<file path="src/rtl/acc_core_pkg.sv">
// acc_core_pkg: shared definitions for the parametrised accumulator core.
//   - opcode values (upper four bits of an instruction word)
//   - unary sub-codes (carried in the index field of opcode 0x0)
//   - controller state type
package acc_core_pkg;

  localparam logic [3:0] OP_UNARY = 4'h0;
  localparam logic [3:0] OP_ADD   = 4'h1;
  localparam logic [3:0] OP_SUB   = 4'h2;
  localparam logic [3:0] OP_MUL   = 4'h3;
  localparam logic [3:0] OP_DIV   = 4'h4;
  localparam logic [3:0] OP_AND   = 4'h5;
  localparam logic [3:0] OP_XOR   = 4'h6;
  localparam logic [3:0] OP_CMP   = 4'h7;
  localparam logic [3:0] OP_BRC   = 4'h8;
  localparam logic [3:0] OP_LDA   = 4'h9;
  localparam logic [3:0] OP_STA   = 4'hA;
  localparam logic [3:0] OP_JMP   = 4'hB;
  localparam logic [3:0] OP_HALT  = 4'hF;

  localparam int U_LSL = 1;
  localparam int U_LSR = 2;
  localparam int U_ROR = 3;
  localparam int U_ROL = 4;
  localparam int U_ASR = 5;
  localparam int U_INC = 6;
  localparam int U_DEC = 7;

  typedef enum logic [1:0] {
    S_IDLE = 2'd0,
    S_RUN  = 2'd1,
    S_DIV  = 2'd2,
    S_HALT = 2'd3
  } state_t;

endpackage

</file>
<file path="src/rtl/seq_divider.sv">
// seq_divider: restoring divider, one quotient bit per clock, W clocks.
//   i_clk, i_rst     shared clock / synchronous active-high reset
//   i_start          load dividend/divisor and begin
//   i_dividend/i_divisor  operands, sampled on i_start
//   o_done           high during the final step; o_quotient/o_remainder
//                    carry that step's result in the same cycle
//   o_dz             latched divisor is zero (quotient all ones,
//                    remainder = dividend falls out of the algorithm)
module seq_divider #(
  parameter int W = 8
) (
  input  logic         i_clk,
  input  logic         i_rst,
  input  logic         i_start,
  input  logic [W-1:0] i_dividend,
  input  logic [W-1:0] i_divisor,
  output logic         o_done,
  output logic [W-1:0] o_quotient,
  output logic [W-1:0] o_remainder,
  output logic         o_dz
);

  localparam int CW = $clog2(W + 1);

  logic          r_active;
  logic [CW-1:0] r_cnt;
  logic [W-1:0]  r_rem;
  logic [W-1:0]  r_quo;
  logic [W-1:0]  r_dvs;

  logic [W:0]    w_trial;
  logic          w_fits;
  logic [W-1:0]  w_rem_nxt;
  logic [W-1:0]  w_quo_nxt;

  // Shift the next dividend bit into the partial remainder and try a
  // subtract; a clear top bit means the divisor fit.
  assign w_trial   = {r_rem, r_quo[W-1]} - {1'b0, r_dvs};
  assign w_fits    = ~w_trial[W];
  assign w_rem_nxt = w_fits ? w_trial[W-1:0] : {r_rem[W-2:0], r_quo[W-1]};
  assign w_quo_nxt = {r_quo[W-2:0], w_fits};

  // Results are presented combinationally on the last step so the caller
  // can write back on the same edge, keeping latency at exactly W cycles.
  assign o_done      = r_active && (r_cnt == CW'(1));
  assign o_quotient  = w_quo_nxt;
  assign o_remainder = w_rem_nxt;
  assign o_dz        = (r_dvs == '0);

  always_ff @(posedge i_clk) begin
    if (i_rst) begin
      r_active <= 1'b0;
      r_cnt    <= '0;
      r_rem    <= '0;
      r_quo    <= '0;
      r_dvs    <= '0;
    end else if (i_start) begin
      r_active <= 1'b1;
      r_cnt    <= CW'(W);
      r_rem    <= '0;
      r_quo    <= i_dividend;
      r_dvs    <= i_divisor;
    end else if (r_active) begin
      r_rem <= w_rem_nxt;
      r_quo <= w_quo_nxt;
      r_cnt <= r_cnt - CW'(1);
      if (r_cnt == CW'(1)) r_active <= 1'b0;
    end
  end

endmodule

</file>
<file path="src/rtl/acc_core_param.sv">
// acc_core_param: multi-cycle accumulator processor.
//   main_clk, rst        clock / synchronous active-high reset
//   start                pulse: run from pc=0 (accepted in IDLE/HALT)
//   prog_we/addr/data    instruction-memory write port (IDLE/HALT only)
//   dbg_idx, dbg_data    combinational register-file read
//   acc, ext, cb         accumulator, extension (MUL high / DIV rem), flag
//   pc                   current instruction address
//   busy, halted         registered state decodes (RUN|DIV, HALT)
//   div_zero             sticky divide-by-zero flag
module acc_core_param
  import acc_core_pkg::*;
#(
  parameter int DATA_W  = 8,
  parameter int IDX_W   = 4,
  parameter int INSTR_W = 4 + IDX_W
) (
  input  logic               main_clk,
  input  logic               rst,
  input  logic               start,
  input  logic               prog_we,
  input  logic [IDX_W-1:0]   prog_addr,
  input  logic [INSTR_W-1:0] prog_data,
  input  logic [IDX_W-1:0]   dbg_idx,
  output logic [DATA_W-1:0]  dbg_data,
  output logic [DATA_W-1:0]  acc,
  output logic [DATA_W-1:0]  ext,
  output logic               cb,
  output logic [IDX_W-1:0]   pc,
  output logic               busy,
  output logic               halted,
  output logic               div_zero
);

  localparam int NREG = 2 ** IDX_W;

  state_t              r_state, w_state_nxt;
  logic [DATA_W-1:0]   r_acc, r_ext;
  logic                r_cb, r_dz, r_busy, r_halted;
  logic [IDX_W-1:0]    r_pc;
  logic [DATA_W-1:0]   r_regs [NREG];
  logic [INSTR_W-1:0]  r_imem [NREG];

  logic [INSTR_W-1:0]  w_instr;
  logic [3:0]          w_op;
  logic [IDX_W-1:0]    w_idx;
  logic [DATA_W-1:0]   w_r;
  logic [DATA_W:0]     w_sum, w_inc;
  logic [2*DATA_W-1:0] w_prod;

  logic [DATA_W-1:0]   w_acc_nxt, w_ext_nxt;
  logic                w_cb_nxt, w_dz_nxt;
  logic [IDX_W-1:0]    w_pc_nxt;
  logic                w_reg_we, w_imem_we, w_div_start;

  logic                w_div_done, w_div_dz;
  logic [DATA_W-1:0]   w_div_q, w_div_r;

  assign w_instr = r_imem[r_pc];
  assign w_op    = w_instr[INSTR_W-1:IDX_W];
  assign w_idx   = w_instr[IDX_W-1:0];
  assign w_r     = r_regs[w_idx];
  assign w_sum   = {1'b0, r_acc} + {1'b0, w_r};
  assign w_inc   = {1'b0, r_acc} + (DATA_W+1)'(1);
  assign w_prod  = {{DATA_W{1'b0}}, r_acc} * {{DATA_W{1'b0}}, w_r};

  seq_divider #(.W(DATA_W)) u_div (
    .i_clk       (main_clk),
    .i_rst       (rst),
    .i_start     (w_div_start),
    .i_dividend  (r_acc),
    .i_divisor   (w_r),
    .o_done      (w_div_done),
    .o_quotient  (w_div_q),
    .o_remainder (w_div_r),
    .o_dz        (w_div_dz)
  );

  always_comb begin
    w_state_nxt = r_state;
    w_acc_nxt   = r_acc;
    w_ext_nxt   = r_ext;
    w_cb_nxt    = r_cb;
    w_pc_nxt    = r_pc;
    w_dz_nxt    = r_dz;
    w_reg_we    = 1'b0;
    w_imem_we   = 1'b0;
    w_div_start = 1'b0;
    case (r_state)
      S_IDLE, S_HALT: begin
        w_imem_we = prog_we;
        if (start) begin
          w_state_nxt = S_RUN;
          w_pc_nxt    = '0;
          w_acc_nxt   = '0;
          w_ext_nxt   = '0;
          w_cb_nxt    = 1'b0;
          w_dz_nxt    = 1'b0;
        end
      end
      S_RUN: begin
        w_pc_nxt = r_pc + IDX_W'(1);
        case (w_op)
          OP_UNARY: begin
            case (w_idx)
              IDX_W'(U_LSL): w_acc_nxt = r_acc << 1;
              IDX_W'(U_LSR): w_acc_nxt = r_acc >> 1;
              IDX_W'(U_ROR): w_acc_nxt = {r_acc[0], r_acc[DATA_W-1:1]};
              IDX_W'(U_ROL): w_acc_nxt = {r_acc[DATA_W-2:0], r_acc[DATA_W-1]};
              IDX_W'(U_ASR): w_acc_nxt = {r_acc[DATA_W-1], r_acc[DATA_W-1:1]};
              IDX_W'(U_INC): {w_cb_nxt, w_acc_nxt} = w_inc;
              IDX_W'(U_DEC): begin
                w_acc_nxt = r_acc - DATA_W'(1);
                w_cb_nxt  = (r_acc == '0);
              end
              default: ;
            endcase
          end
          OP_ADD: {w_cb_nxt, w_acc_nxt} = w_sum;
          OP_SUB: begin
            w_acc_nxt = r_acc - w_r;
            w_cb_nxt  = (r_acc < w_r);
          end
          OP_MUL: {w_ext_nxt, w_acc_nxt} = w_prod;
          OP_DIV: begin
            w_div_start = 1'b1;
            w_pc_nxt    = r_pc;
            w_state_nxt = S_DIV;
          end
          OP_AND: w_acc_nxt = r_acc & w_r;
          OP_XOR: w_acc_nxt = r_acc ^ w_r;
          OP_CMP: w_cb_nxt  = (r_acc >= w_r);
          OP_BRC: if (r_cb) w_pc_nxt = w_idx;
          OP_LDA: w_acc_nxt = w_r;
          OP_STA: w_reg_we  = 1'b1;
          OP_JMP: w_pc_nxt  = w_idx;
          OP_HALT: begin
            w_pc_nxt    = r_pc;
            w_state_nxt = S_HALT;
          end
          default: ;
        endcase
      end
      S_DIV: begin
        if (w_div_done) begin
          w_acc_nxt   = w_div_q;
          w_ext_nxt   = w_div_r;
          w_dz_nxt    = r_dz | w_div_dz;
          w_pc_nxt    = r_pc + IDX_W'(1);
          w_state_nxt = S_RUN;
        end
      end
      default: w_state_nxt = S_IDLE;
    endcase
  end

  always_ff @(posedge main_clk) begin
    if (rst) begin
      r_state  <= S_IDLE;
      r_acc    <= '0;
      r_ext    <= '0;
      r_cb     <= 1'b0;
      r_dz     <= 1'b0;
      r_pc     <= '0;
      r_busy   <= 1'b0;
      r_halted <= 1'b0;
      for (int unsigned i = 0; i < NREG; i++) r_regs[i] <= DATA_W'(i);
    end else begin
      r_state  <= w_state_nxt;
      r_acc    <= w_acc_nxt;
      r_ext    <= w_ext_nxt;
      r_cb     <= w_cb_nxt;
      r_dz     <= w_dz_nxt;
      r_pc     <= w_pc_nxt;
      r_busy   <= (w_state_nxt == S_RUN) || (w_state_nxt == S_DIV);
      r_halted <= (w_state_nxt == S_HALT);
      if (w_reg_we) r_regs[w_idx] <= r_acc;
    end
  end

  // Instruction memory survives reset; only the write is suppressed by it.
  always_ff @(posedge main_clk) begin
    if (!rst && w_imem_we) r_imem[prog_addr] <= prog_data;
  end

  assign dbg_data = r_regs[dbg_idx];
  assign acc      = r_acc;
  assign ext      = r_ext;
  assign cb       = r_cb;
  assign pc       = r_pc;
  assign busy     = r_busy;
  assign halted   = r_halted;
  assign div_zero = r_dz;

endmodule
</file>
<file path="config.mk">
export PLATFORM = sky130hd
export DESIGN_NAME = acc_core_param
export DESIGN_NICKNAME = d
export VERILOG_FILES = /design/src/rtl/acc_core_pkg.sv /design/src/rtl/seq_divider.sv /design/src/rtl/acc_core_param.sv
export SDC_FILE = /design/constraint.sdc
export NUM_CORES = 1
export LEC_CHECK = 0
export ABC_AREA = 0
export CORE_MARGIN = 4
export CORE_UTILIZATION = 52
export DETAILED_ROUTE_END_ITERATION = 8
export PLACE_DENSITY = 0.69
export SLEW_MARGIN = 15
export SYNTH_ARGS = -nofsm -noshare
export SYNTH_HDL_FRONTEND = slang
export SYNTH_HIERARCHICAL = 1
export SYNTH_SLANG_ARGS = --single-unit
export TNS_END_PERCENT = 30
</file>
<file path="constraint.sdc">
create_clock -name main_clk -period 8.17 [get_ports main_clk]
set_input_delay 0.817 -clock main_clk [delete_from_list [all_inputs] [get_ports main_clk]]
set_output_delay 0.817 -clock main_clk [all_outputs]
set_load 0.01 [all_outputs]
</file>
==> flow_summary.json <==
{
  "status": "finished clean",
  "synth.area.top_cells": "edfxtp_1 (39%), mux4_2 (7.0%), dfxtp_1 (6.0%)",
  "grt_usage": 0.270,
  "synth_cells": 1779,
  "critPathMaxFanout": 20,
  "num_vias": 14900,
  "synth_edf_count": 256,
  "max_freq_mhz": 131,
  "drt_wl_total_microns": 56300,
  "crit_path_max_incr_delay_ns": 0.76,
  "htree_levels": 2,
  "grt_pass1_vias": 14500,
  "synth_warnings": 6,
  "post_cts_buffers": 0,
  "grt_overflow_total": 0,
  "min_period_over_period": 0.937,
  "finalMaxSlewViolations": 0,
  "cp_top_family": "compound AO/OA/AOI/OAI gates",
  "synth_area_sq_um": 19800,
  "ys_ff_latch": 315,
  "fp.dieArea_sq_um": 41200,
  "die-height_microns": 203,
  "leakage_nw": 7.94,
  "initial_core_util": 0.526,
  "powerDensity_nw_per_um2": 185,
  "crit_path_top_delay_cell": "dfxtp_2",
  "m1WireLength_microns": 23500,
  "cp-end-kind": "flip-flop",
  "cp.required_ns": 8.56,
  "holdWs_ns": 0.498,
  "synth_fp_nets": 1910,
  "synth_seq_area_share": 0.449,
  "core_area_sq_um": 37600,
  "area_growth_syn_to_layout_pct": 9.98,
  "syn_area_per_cell_sq_um": 11.1,
  "portBuffers": 51,
  "pre_cts_ws_ns": 0.535,
  "yosysTopAreaCell": "edfxtp_1",
  "hp-class": "flip-flop to flip-flop",
  "worst_clock_skew_ns": 0.0177,
  "yosysMostFrequentCell": "edfxtp_1",
  "place_area_sq_um": 20600,
  "setup_violations": 0,
  "rsz0062_at_grt": "no",
  "ant_nets": 0,
  "clk_path_buf_depth": 3,
  "grt_max_degree": 66,
  "grt_pass1_wl_microns": 86900,
  "clk_pin_slew_ns": 0.06,
  "place.gp.congestion": 0.946,
  "fin_tns_setup_ns": 0,
  "dr.max_layer_used": "met4",
  "drive_gt1_frac": 0.122,
  "fin_crit_ns": 7.65,
  "criticalPathCategory": "flip-flop to flip-flop",
  "ir_worst_vdd_mv": 0.199,
  "wl_met3_microns": 5040,
  "cp.arrival_ns": 8.04,
  "finalCoreUtilization": 0.578,
  "max-slew-margin-rel": 0.300,
  "die_w_microns": 203,
  "cts_buffers": 36,
  "cts-resized-gates": 0,
  "n_antenna_cell": 0,
  "wl_per_cell_microns": 24.3,
  "dp_hpwl_microns": 38800,
  "grt_antenna_before_repair": 0,
  "worstMarginPinSlew_ns": 1.05,
  "drcViolationCount": 0,
  "vias_per_cell": 6.42,
  "root_buffer": "clkbuf_16",
  "regArea_sq_um": 8870,
  "yosys.area.top_type_share": 0.389,
  "placementRows": 71,
  "maxCapViolCount": 0,
  "io_pins": 52,
  "wl_met2_microns": 25900,
  "design_area_sq_um": 21700,
  "cts_tree": "built",
  "drt-pass1-iter-count": 5,
  "multi_input_area_sq_um": 9880,
  "synth_cell_type_count": 94,
  "drtIter0Drc": 1676,
  "cts_hold_buffers": 0,
  "nets": 1913,
  "ys.flop_type": "edfxtp_1",
  "final.setup.worst_slack_ns": 0.517,
  "worst_setup_path_start_kind": "flip-flop",
  "hold_violations": 0,
  "ys_top_cells_by_count": "edfxtp_1 (256), nand2_1 (121), and2_1 (115)",
  "ys_async_sr_fraction": 0,
  "path_buf_inv": 5,
  "fillers": 3193,
  "cts.sinks": 315,
  "clk_latency_ns": 0.54,
  "cpMostUsedCell": "inv_1"
}
sequential cells by signal (all words and copies together) (netlist names), named ones only:
register        count
acc                 8
busy                1
cb                  1
div_zero            1
ext                 8
halted              1
pc                  4
r_imem            128
r_regs            128
r_state             2
u_div/r_active      1
u_div/r_cnt         4
u_div/r_dvs         8
u_div/r_quo         8
u_div/r_rem         8
cell type report:
| class | count | share of cell area |
|---|---|---|
| inverters | 105 | 0.0181 |
| clock inverters | 15 | 0.00737 |
| well taps | 511 | 0.0294 |
| flip-flops and latches | 315 | 0.408 |
| multi-input cells | 1229 | 0.455 |
| repair buffers | 95 | 0.0382 |
| clock buffers | 49 | 0.0437 |
path summary, 6_finish.rpt:
kind	from	cells after the start	slack, ns	end
worst min-delay path	ext[4]$_SDFFE_PP0P_	2	0.50	ext[4]$_SDFFE_PP0P_
worst max register to register	flip-flop	25	0.52	ext[5]$_SDFFE_PP0P_
worst max-delay path	flip-flop	25	0.52	ext[5]$_SDFFE_PP0P_
worst min register to register	ext[4]$_SDFFE_PP0P_	2	0.50	ext[4]$_SDFFE_PP0P_
layout by cell type, fill, tap and decap left out, types with 20 or more instances in the layout:
cell type / instances
edfxtp_1: 256
nand2_1: 121
and2_1: 115
nor2_1: 109
inv_1: 104
nand3_1: 72
ha_1: 72
a21oi_1: 64
mux4_2: 61
o21ai_0: 59
dfxtp_1: 58
clkdlybuf4s50_1: 49
mux2i_1: 47
buf_4: 44
a211oi_1: 43
fa_1: 39
and3_1: 36
clkbuf_16: 36
nor3_1: 30
xnor2_1: 22
or3_1: 21
or2_2: 20
through the flow:
stage	instances	total power, mW
3_3_place_gp	2255	2.46
3_5_place_dp	2255	2.47
5_1_grt	2319	4.15
2_1_floorplan	1779	2.26
4_1_cts	2319	4.01
6_report	2319	4.01
logic make-up after synthesis:
| kind of cell | after synthesis | share of synthesized area |
|---|---|---|
| muxes | 134 | 0.114 |
| adders and majority gates | 111 | 0.0851 |
| and+or+nand+nor | 616 | 0.166 |
| AOI/OAI and AO/OA | 338 | 0.121 |
| buffers and inverters | 235 | 0.0522 |
| DFF | 315 | 0.449 |
| xor gates and xnor gates | 30 | 0.0133 |
worst register-to-register path, cell delays in order (launching register included):
cell      delay, ns
dfxtp_2        0.76
buf_4          0.34
mux4_2         0.54
mux4_2         0.62
nand2_1        0.43
o21bai_1       0.20
o2111a_1       0.50
ha_1           0.28
inv_1          0.09
fa_1           0.41
inv_1          0.08
fa_1           0.42
ha_1           0.29
inv_1          0.05
fa_1           0.48
inv_1          0.04
ha_1           0.30
a21o_1         0.19
a21oi_1        0.22
o21bai_1       0.12
a21oi_1        0.32
o21bai_1       0.17
a211oi_1       0.29
xnor2_1        0.12
a22oi_1        0.15
o32ai_1        0.11
report_power, final:
group | leakage [nW] | switching (mW) | internal [mW]
Clock | 0.536 | 0.644 | 0.912
Combinational | 4.56 | 0.431 | 0.236
Sequential | 2.85 | 0.0248 | 1.76
Total | 7.94 | 1.10 | 2.91
per-layer routing:
layer	vias to the layer above	global-route usage
li1	6592	-
met2	797	0.430
met5	-	0
met4	0	0.0803
met1	7372	0.382
met3	118	0.0481
(Power assumes the default switching activity.)
